## src/rtl/reg_file_bypass.sv

```systemverilog
// Two-read/one-write register file with optional same-edge write bypass and hardwired zero entry.
// Read latency 1 cycle; no backpressure, every enabled read is accepted and answered.
module reg_file_bypass #(
  parameter int DATA_W   = 20,
  parameter int ADDR_W   = 4,
  parameter int ZERO_REG = 0,
  parameter int BYPASS   = 1
) (
  input  logic              clk,
  input  logic              rst,
  input  logic              wr_en,
  input  logic [ADDR_W-1:0] wr_addr,
  input  logic [DATA_W-1:0] wr_data,
  input  logic              rd0_en,
  input  logic [ADDR_W-1:0] rd0_addr,
  output logic [DATA_W-1:0] rd0_data,
  output logic              rd0_vld,
  output logic              rd0_undef,
  input  logic              rd1_en,
  input  logic [ADDR_W-1:0] rd1_addr,
  output logic [DATA_W-1:0] rd1_data,
  output logic              rd1_vld,
  output logic              rd1_undef
);

  localparam int DEPTH = 1 << ADDR_W;

  logic [DATA_W-1:0] mem_q [DEPTH];
  logic [DATA_W-1:0] mem_d [DEPTH];
  logic [DEPTH-1:0]  written_q, written_d;

  logic [DATA_W-1:0] rd0_data_q, rd0_data_d, rd1_data_q, rd1_data_d;
  logic              rd0_vld_q, rd0_vld_d, rd1_vld_q, rd1_vld_d;
  logic              rd0_undef_q, rd0_undef_d, rd1_undef_q, rd1_undef_d;
  logic              wr_ok;

  // Writes to the hardwired zero entry are dropped before they touch storage or bypass.
  assign wr_ok = wr_en && !((ZERO_REG != 0) && (wr_addr == '0));

  // Returns {undef, data} as seen by a read sampled on this edge.
  function automatic logic [DATA_W:0] read_word(input logic [ADDR_W-1:0] addr);
    if ((ZERO_REG != 0) && (addr == '0))
      return '0;
    if ((BYPASS != 0) && wr_ok && (addr == wr_addr))
      return {1'b0, wr_data};
    return {~written_q[addr], mem_q[addr]};
  endfunction

  always_comb begin
    mem_d       = mem_q;
    written_d   = written_q;
    rd0_data_d  = rd0_data_q;
    rd0_undef_d = rd0_undef_q;
    rd0_vld_d   = rd0_en;
    rd1_data_d  = rd1_data_q;
    rd1_undef_d = rd1_undef_q;
    rd1_vld_d   = rd1_en;

    if (wr_ok) begin
      mem_d[wr_addr]     = wr_data;
      written_d[wr_addr] = 1'b1;
    end
    if (rd0_en)
      {rd0_undef_d, rd0_data_d} = read_word(rd0_addr);
    if (rd1_en)
      {rd1_undef_d, rd1_data_d} = read_word(rd1_addr);
  end

  always_ff @(posedge clk) begin
    if (rst) begin
      for (int i = 0; i < DEPTH; i++)
        mem_q[i] <= '0;
      written_q   <= '0;
      rd0_data_q  <= '0;
      rd0_vld_q   <= 1'b0;
      rd0_undef_q <= 1'b0;
      rd1_data_q  <= '0;
      rd1_vld_q   <= 1'b0;
      rd1_undef_q <= 1'b0;
    end else begin
      mem_q       <= mem_d;
      written_q   <= written_d;
      rd0_data_q  <= rd0_data_d;
      rd0_vld_q   <= rd0_vld_d;
      rd0_undef_q <= rd0_undef_d;
      rd1_data_q  <= rd1_data_d;
      rd1_vld_q   <= rd1_vld_d;
      rd1_undef_q <= rd1_undef_d;
    end
  end

  assign rd0_data  = rd0_data_q;
  assign rd0_vld   = rd0_vld_q;
  assign rd0_undef = rd0_undef_q;
  assign rd1_data  = rd1_data_q;
  assign rd1_vld   = rd1_vld_q;
  assign rd1_undef = rd1_undef_q;

endmodule

```

## config.mk

```make
export PLATFORM = sky130hd
export DESIGN_NAME = reg_file_bypass
export DESIGN_NICKNAME = d
export VERILOG_FILES = /design/src/rtl/reg_file_bypass.sv
export SDC_FILE = /design/constraint.sdc
export NUM_CORES = 1
export LEC_CHECK = 0
export BUFFER_PORTS_ARGS = -buffer_cell sky130_fd_sc_hd__buf_2
export CORE_MARGIN = 8
export CORE_UTILIZATION = 50
export DETAILED_ROUTE_END_ITERATION = 8
export PLACE_DENSITY = 0.78
export RECOVER_POWER = 25
export SETUP_SLACK_MARGIN = 0.2
export SLEW_MARGIN = 20
export SYNTH_ARGS = -nofsm -noshare
export SYNTH_HDL_FRONTEND = slang
export SYNTH_SLANG_ARGS = --single-unit
```

## constraint.sdc

```tcl
create_clock -name clk -period 4.8 [get_ports clk]
set_input_delay 0.96 -clock clk [delete_from_list [all_inputs] [get_ports clk]]
set_output_delay 0.96 -clock clk [all_outputs]
set_load 0.01 [all_outputs]
```

==> flow_summary_export.csv <==
group,metric,value,unit
placed_design,place_area,19400,um^2
global_routing,grt_pass1_vias,16500,
routing,drt_pre_antenna_iters,6,
synthesis,syn_nets,2063,
sta,period_share,74.7,%
sta,period_needed,3.59,ns
sta,drv_slew,185,
clock_network,cts_tree,"yes",
clock_network,cts_buffers,38,
final_layout,fin_area,20700,um^2
floorplanning,die_x,210,um
setup_path,timing.rr.start,"mem_q[231]$_SDFFE_PP0P_",
clock_network,root_buffer,"clkbuf_16",
routing,avgRoutedWirePerCell,25.6,um
routing,ant_nets,0,
power_and_ir_drop,vdd_drop_max,0.000220,V
synthesis,syn_inst,2026,
setup_path,worstSetupStartpointType,"primary input",
clock_network,cts_num_sinks,380,
synthesis,synth.avg_cell_area,9.33,um^2
synthesis,ys_ff_latch,380,
clock_network,cts.repair.resized,0,
setup_path,required,5.25,ns
final_layout,mostFrequentLayoutCell,"nand2_1",
sta,setup_viol,0,
sta,setup_slack,1.21,ns
synthesis,netlist_area,18900,um^2
routing,wl,64400,um
routing,drc,0,
hold_path,hold_path.startpoint,"mem_q[217]$_SDFFE_PP0P_",
synthesis,yosysSeqAreaShare,40.2,%
power_and_ir_drop,p_total,7.00,mW
hold_path,min-delay-path-class,"reg2reg",
setup_path,cp-startpoint,"wr_addr[3]",
placed_design,dp_slack,1.63,ns
sta,hold_viol,0,
final_layout,drive_above_1_share,20.6,%
global_routing,grt_max_degree,173,
run,cap_violations,5,
sta,worst_pin_slew,2.23,ns
sta,max_freq,0.279,GHz
floorplanning,dieArea,44300,um^2
final_layout,final_util,55.1,%
synthesis,synth_warnings,0,
sta,rsz0062_at_grt,"no",
power_and_ir_drop,p_leak,6.72,nW
setup_path,critPathCaptureType,"flip-flop",
clock_network,postCtsSetupBuffers,0,
sta,tns,0,ns
routing,via_per_inst,6.64,
final_layout,layout.nets,2009,
final_layout,area_growth,9.34,%
placed_design,portBuffers,80,
final_layout,stdcell_count,2516,
sta,skew,0.0187,ns
clock_network,ctsHoldBuffers,0,
clock_network,clk_path_buf_depth,3,
setup_path,path_max_fanout,15,
synthesis,synth_cell_type_count,35,
setup_path,cp_data_arrival_time,4.04,ns
placed_design,hpwl,38900,um
floorplanning,rows,71,
clock_network,cts_htree_levels,2,
floorplanning,initial_core_util,50.4,%
floorplanning,core_area,37500,um^2
routing,num_vias,16700,
clock_network,clkTransAtPathRegs,0.06,ns
setup_path,worstSetupPathType,"in2reg",
placed_design,place_congestion,0.856,
floorplanning,die_h,210,um
final_layout,most-common-layout-cells,"nand2_1 (645), dfxtp_1 (380), a21oi_1 (320)",
sta,hold_ws,0.469,ns
floorplanning,top_level_ports,81,
run_status,failed_checks,"capacitance limit, slew limit",
power_and_ir_drop,power_density,339,nW/um^2
run_status,status,"complete, but fails checks",
routing,drtIter0Drc,2161,
global_routing,grt_overflow,0,
global_routing,grt_pass1_wl,96800,um
sta,relSlewSlack,-48.5,%
placed_design,placed_cells,2443,
final_layout,fillCellCount,3160,
global_routing,grt_usage,28.3,%
clock_network,clk_latency,0.54,ns
global_routing,antenna_found_initial,7,
## metal layers
| layer | up-vias | part of all wire, % | routed length (um) | global-route usage [%] |
|---|---|---|---|---|
| met5 | - | 0.051 | 33 | 0 |
| met4 | 6 | 7.6 | 4920 | 19.7 |
| met3 | 386 | 14 | 9270 | 9.16 |
| met2 | 1347 | 44 | 28200 | 43.3 |
| met1 | 7925 | 34 | 22000 | 33.5 |
| li1 | 7041 | - | - | - |
## cells in the mapped netlist
cell type,number,area share (%)
nand2_1,646,13
dfxtp_1,380,40
a21oi_1,320,8.5
mux4_2,168,20
clkbuf_1,156,3.1
a221oi_2,80,6.4
nor2_1,42,0.83
a22o_1,40,1.9
o21ai_0,40,1.1
buf_2,36,0.95
inv_1,22,0.44
buf_6,19,1.1
nor3_1,9,0.24
xnor2_1,8,0.37
buf_4,7,0.28
nand3_1,6,0.16
nor2b_1,6,0.20
or3_1,6,0.20
or2_2,5,0.17
and3_1,4,0.13
and2_1,3,0.099
nand2b_1,3,0.099
a31oi_1,2,0.066
a41o_1,2,0.11
and3b_1,2,0.093
clkbuf_4,2,0.079
mux2i_1,2,0.11
o21a_1,2,0.079
or2_0,2,0.066
buf_1,1,0.020
inv_2,1,0.020
nand3b_1,1,0.040
nor3b_1,1,0.040
nor4_1,1,0.033
or4_1,1,0.040
## worst max-delay path, stage by stage
cell,delay (ns)
clkbuf_1,0.56
nand2_1,0.35
nor3_1,1.36
buf_4,0.51
nand2_1,0.10
a21oi_1,0.17
## cell families (layout without fill, tap and decap cells)
family,Yosys count,after routing,share of synthesized area [%]
simple gates,738,738,15.3
mux,170,170,20.1
flops,380,380,40.2
xor+xnor,8,8,0.371
other cells,0,4,0
buf+inv,244,219,6.02
compound gates,486,486,18.0
## power by group
group          switching, mW  internal [mW]
clock network           1.27           1.84
logic                  0.435          0.193
registers             0.0447           3.21
total                   1.75           5.25
## path summary, 6_finish.rpt
kind	to	slack, ns	cells past startpoint
setup reg to reg	rd0_data[11]$_SDFFE_PP0P_	3.19	4
hold reg to reg	mem_q[217]$_SDFFE_PP0P_	0.47	2
setup / recovery	mem_q[84]$_SDFFE_PP0P_	1.21	6
hold / removal	mem_q[217]$_SDFFE_PP0P_	0.47	2
## area by class of cell
class	count	area (um^2)	area share (%)
diodes	4	10.0	0.0484
clock buffers	56	1160	5.62
clock inverters	13	150	0.726
inverters	23	86.3	0.418
multi-input cells	1402	10200	49.6
flip-flops and latches	380	7610	36.8
well taps	511	639	3.09
repair buffers	127	771	3.73
## state kept, by name, summed over array words and instances, names as in the netlist
| register | flops |
|---|---|
| mem_q | 320 |
| rd1_data | 20 |
| rd0_undef | 1 |
| rd1_undef | 1 |
| written_q | 16 |
| rd1_vld | 1 |
| rd0_vld | 1 |
| rd0_data | 20 |
No activity file was read; power rests on OpenSTA's default activity.
